### src/rtl/cu_fsm.sv
// Purpose : multicycle control unit for the OTTER RV32I core (fetch / exec / load wb / irq entry).
// Latency : non-load 2 cycles, load 3 cycles, interrupt entry +1 cycle; outputs decode state (+opcode in EXEC).
// Backpr. : none; instruction boundaries are fixed by the state sequence, irq waits in intr_pend.
// Ports   : CLK, RST_N (async active-low) | intr, mie, opcode, func3 in |
//           pcWrite, regWrite, memWE2, memRDEN1, memRDEN2, reset, csr_WE, int_taken, mret_exec out.
module cu_fsm #(
  parameter int unsigned INIT_CYCLES = 1
) (
  input  logic       CLK,
  input  logic       RST_N,
  input  logic       intr,
  input  logic       mie,
  input  logic [6:0] opcode,
  input  logic [2:0] func3,
  output logic       pcWrite,
  output logic       regWrite,
  output logic       memWE2,
  output logic       memRDEN1,
  output logic       memRDEN2,
  output logic       reset,
  output logic       csr_WE,
  output logic       int_taken,
  output logic       mret_exec
);

  typedef enum logic [2:0] {
    ST_INIT  = 3'd0,
    ST_FETCH = 3'd1,
    ST_EXEC  = 3'd2,
    ST_WB    = 3'd3,
    ST_INTR  = 3'd4
  } state_t;

  localparam logic [6:0] OP_LOAD   = 7'b0000011;
  localparam logic [6:0] OP_STORE  = 7'b0100011;
  localparam logic [6:0] OP_BRANCH = 7'b1100011;
  localparam logic [6:0] OP_LUI    = 7'b0110111;
  localparam logic [6:0] OP_AUIPC  = 7'b0010111;
  localparam logic [6:0] OP_JAL    = 7'b1101111;
  localparam logic [6:0] OP_JALR   = 7'b1100111;
  localparam logic [6:0] OP_IMM    = 7'b0010011;
  localparam logic [6:0] OP_REG    = 7'b0110011;
  localparam logic [6:0] OP_SYS    = 7'b1110011;

  localparam logic [3:0] INIT_LAST = 4'(INIT_CYCLES - 1);

  state_t     state;
  logic [3:0] cnt;
  logic       intr_pend;
  logic       take;

  // A request seen on this very edge counts, as does one latched earlier.
  assign take = (intr | intr_pend) & mie;

  always_ff @(posedge CLK or negedge RST_N) begin
    if (!RST_N) begin
      state     <= ST_INIT;
      cnt       <= 4'd0;
      intr_pend <= 1'b0;
    end else begin
      case (state)
        ST_INIT: begin
          // intr is deliberately ignored while the core is held in reset.
          if (cnt == INIT_LAST) begin
            state <= ST_FETCH;
            cnt   <= 4'd0;
          end else begin
            cnt <= cnt + 4'd1;
          end
        end
        ST_FETCH: begin
          state     <= ST_EXEC;
          intr_pend <= intr_pend | intr;
        end
        ST_EXEC: begin
          if (opcode == OP_LOAD) begin
            // a load is not an instruction boundary until its writeback
            state     <= ST_WB;
            intr_pend <= intr_pend | intr;
          end else if (take) begin
            state     <= ST_INTR;
            intr_pend <= 1'b0;  // clearing beats a simultaneous new intr
          end else begin
            state     <= ST_FETCH;
            intr_pend <= intr_pend | intr;
          end
        end
        ST_WB: begin
          if (take) begin
            state     <= ST_INTR;
            intr_pend <= 1'b0;
          end else begin
            state     <= ST_FETCH;
            intr_pend <= intr_pend | intr;
          end
        end
        ST_INTR: begin
          state     <= ST_FETCH;
          intr_pend <= intr_pend | intr;
        end
        default: begin
          state <= ST_INIT;
          cnt   <= 4'd0;
        end
      endcase
    end
  end

  // Outputs follow the state register directly, so an async reset pulls
  // every enable low (and reset high) without waiting for a clock edge.
  always_comb begin
    pcWrite   = 1'b0;
    regWrite  = 1'b0;
    memWE2    = 1'b0;
    memRDEN1  = 1'b0;
    memRDEN2  = 1'b0;
    reset     = 1'b0;
    csr_WE    = 1'b0;
    int_taken = 1'b0;
    mret_exec = 1'b0;
    case (state)
      ST_INIT:  reset = 1'b1;
      ST_FETCH: memRDEN1 = 1'b1;
      ST_EXEC: begin
        case (opcode)
          OP_LOAD: memRDEN2 = 1'b1;
          OP_STORE: begin
            memWE2  = 1'b1;
            pcWrite = 1'b1;
          end
          OP_BRANCH: pcWrite = 1'b1;
          OP_LUI, OP_AUIPC, OP_JAL, OP_JALR, OP_IMM, OP_REG: begin
            pcWrite  = 1'b1;
            regWrite = 1'b1;
          end
          OP_SYS: begin
            pcWrite = 1'b1;
            if (func3 == 3'b000) begin
              mret_exec = 1'b1;
            end else begin
              regWrite = 1'b1;
              csr_WE   = 1'b1;
            end
          end
          // illegal opcodes just advance the PC
          default: pcWrite = 1'b1;
        endcase
      end
      ST_WB: begin
        regWrite = 1'b1;
        pcWrite  = 1'b1;
      end
      ST_INTR: begin
        int_taken = 1'b1;
        pcWrite   = 1'b1;
      end
      default: reset = 1'b1;
    endcase
  end

endmodule

### config.mk
export PLATFORM = sky130hd
export DESIGN_NAME = cu_fsm
export DESIGN_NICKNAME = d
export VERILOG_FILES = /design/src/rtl/cu_fsm.sv
export SDC_FILE = /design/constraint.sdc
export NUM_CORES = 1
export LEC_CHECK = 0
export BUFFER_PORTS_ARGS = -buffer_cell sky130_fd_sc_hd__buf_2
export CAP_MARGIN = 20
export CORE_UTILIZATION = 46
export DETAILED_ROUTE_END_ITERATION = 12
export PLACE_DENSITY = 0.76
export SLEW_MARGIN = 20
export SYNTH_ARGS = -nofsm -noshare
export SYNTH_HDL_FRONTEND = slang
export SYNTH_SLANG_ARGS = --single-unit
### constraint.sdc
create_clock -name CLK -period 1.5 [get_ports CLK]
set_input_delay 0 -clock CLK [delete_from_list [all_inputs] [get_ports CLK]]
set_output_delay 0 -clock CLK [all_outputs]
set_load 0.02 [all_outputs]
==> results.md <==
- Highest clock rate: 0.672 GHz
- Worst Skew: just over 0.008 ns
- Yosys warns: 0
- GRT Util Overall: 27.3%
- Max cap viols: 0
- Worst setup EP type: primary output
- Cell variety after synth: 33
- Internal: 618 uW
- Net count after synthesis: 86
- Worst slew pin tran: between 0.4 and 0.5 ns
- Clock insertion delay at the later pin of the skew report: approximately 0.26 ns
- Final #Nets: ~120
- I/O Buffers: 22
- Synth top area cells: dfrtp_1 (34%), nor3b_1 (6.3%), o21ai_0 (5.0%)
- Max-slew headroom: 72.2%
- Most frequent cells in the layout: buf_2 (18), buf_4 (9), o21ai_0 (6), dfrtp_1 (6)
- Antenna viol nets, final: 0
- Register bit total from synthesis: 8
- Clk buf depth: 2
- Via count: between 600 and 700
- DIE HEIGHT: approximately 38 um
- Hold Crit Class: input pin to register
- Initial antenna violation count: 0
- CP startpoint kind: register
- Tmin final: 1.49 ns
- Psw: ~470 uW
- Vias in the first global route: 649
- Cell Area, Placed: roughly 760 um2
- Leak Pwr: ~0.00039 uW
- Die Width: 38.0 um
- Post-Route WL: 1.68 mm
- Core Region: about 1200 um2
- Dpl cells: 108
- Logic pwr share: between 50% and 60%
- Io pins: 23
- Worst EP required: roughly 1.5 ns
- Cell area after synthesis: around 600 um2
- CP Class: register to primary output
- Arr. time, crit path: between 1 and 1.5 ns
- # setup viols final: 0
- Pwr Density: approximately 1300 nW/um2
- Antenna cells: 0
- Iteration-0 DRC Markers: 21
- Initial core utilization: 51.6%
- Layout cells sized above 1: 40.6%
- Final non-filler cell total: approximately 120
- Tcrit/Tclk final: between 90% and 100%
- Count of pins over their slew limit: 0
- Largest net degree at the start of global routing: 10
- Synth area leader: dfrtp_1
- Syn_area_per_cell: around 8.5 um2
- Post-route cell area: ~840 um2
- Syn Inst Count: 70
- RSZ-0062 raised after global routing: true
- First-pass GRT wire length: 2.73 mm
- Layout area overhead: 40.5%
- Sw Ratio: 43.4%
- Total Power: between 1000 and 1500 uW
- Maximum VDD drop: between 0.9 and 1 mV
- Placer Congestion: between 0.8 and 0.9
- Post-synthesis sequential area ratio: between 30% and 40%
- DR vias/cell: ~5.9
- # fillers: 90
- Outcome: finished clean
- Die ar.: 1450 um2
- Detailed-route wire length per cell: between 10 and 15 um
- Final Core Density: ~73%
- Final hold violation count: 0
- Most common cell after layout, fill and taps aside: buf_2
- CTS clk-pin slew, worst paths: ~0.06 ns
- Clk root buf: clkbuf_4
- Max FO, Critical Path: 4
- Row cnt: 12
- Clk pwr share: 15.4%
- Reg power frac: between 20% and 30%
- Total grt overflow: 0
- Clock sinks: 8
- Setup TNS Final: 0 ns
- Hpwl dp: roughly 1.2 mm
- Share of the synthesized area in the top cell type: about a third
- CTS tree: done
- H-tree depth reported by CTS: 1
- CTS Buf Count: 3
- DR pass1 iterations: 4
- DRC viols: 0
## kinds of logic (layout without fill, tap and decap cells)
logic type / after synthesis / in the layout / share of synthesized area [%]
buf+inv: 7 / 38 / 4.40
fa+ha+maj: 2 / 2 / 4.19
flops: 8 / 8 / 33.5
simple gates: 34 / 34 / 36.5
compound gates: 19 / 19 / 21.4
## power by group through the flow
stage / Combinational (uW) / Sequential [uW] / Clock, uW
final: 598 / 327 / 168
after global routing: 663 / 333 / 189
after CTS: 584 / 319 / 176
after detailed placement: 516 / 331 / 0
after global placement: 508 / 326 / 0
after floorplan: 348 / 289 / 0
## critical path, stage by stage, from the launching register on
cell	delay [ns]
dfrtp_1	0.42
nor3b_2	0.21
buf_4	0.15
nand4_1	0.13
nor4_2	0.16
buf_4	0.17
## registers in the layout (all words and copies together), names as in the netlist
register,count
state,3
cnt,4
intr_pend,1
## cells in the mapped netlist
cell type / count
o31ai_1: 1
o21a_1: 1
a32o_1: 1
inv_1: 5
o21bai_1: 1
and2b_2: 1
o311ai_0: 1
clkbuf_1: 2
a21oi_1: 3
o211ai_1: 1
and3b_1: 1
nand3_1: 3
and2_1: 1
nand2_1: 3
nor2_1: 3
dfrtp_1: 8
nor2b_1: 1
o31a_2: 1
nor3b_1: 5
a22o_1: 1
or4_4: 1
nand4_1: 1
nand3b_1: 2
nor3_1: 3
o21ai_0: 6
nand2b_1: 3
and4b_1: 1
ha_1: 2
o2111ai_1: 1
a31oi_1: 1
nor4_1: 2
or3_1: 2
or3b_4: 1
## final timing paths
path	slack [ns]	startpoint	to	cells past startpoint
min reg2reg	0.56	intr_pend	intr_pend	2
max reg2reg	0.18	state[0]	cnt[3]	4
min	0.05	intr	intr_pend	3
max	0.01	state[2]	mret_exec	5
min in group asynchronous	0.11	RST_N	cnt[3]	2
max in group asynchronous	1.19	RST_N	state[1]	2
## per-stage QoR
stage,hold WS [ns],setup slack (ns)
finish,0.0523,0.0114
detailed placement,-0.144,0.161
CTS,0.0430,0.0118
global route,0.0944,-0.104
global placement,-0.150,0.180
floorplan,-0.296,0.00368
## repair_timing
item,4_1_cts,5_1_grt
endpoints found under the hold margin,9,0
setup endpoints to repair,5,7
hold buffers,2,0
buffers inserted,2,0
resized for setup,4,5
pin swaps,1,0
## routing by layer
metal	part of all wire (%)	vias up	track usage, %
met4	3.0	0	8.93
met1	43	326	34.3
met5	0	-	0
li1	-	328	-
met3	4.1	8	8.72
met2	50	21	43.6
## final cells by class
class	instances	area (um2)	share of cell area, %
Multi-Input combinational cell	55	388	46.3
Clock buffer	3	22.5	2.69
Sequential cell	8	203	24.2
Timing Repair Buffer	30	189	22.5
Tap cell	14	17.5	2.09
Inverter	5	18.8	2.24
Note: power is estimated with default switching activity, not from simulation.
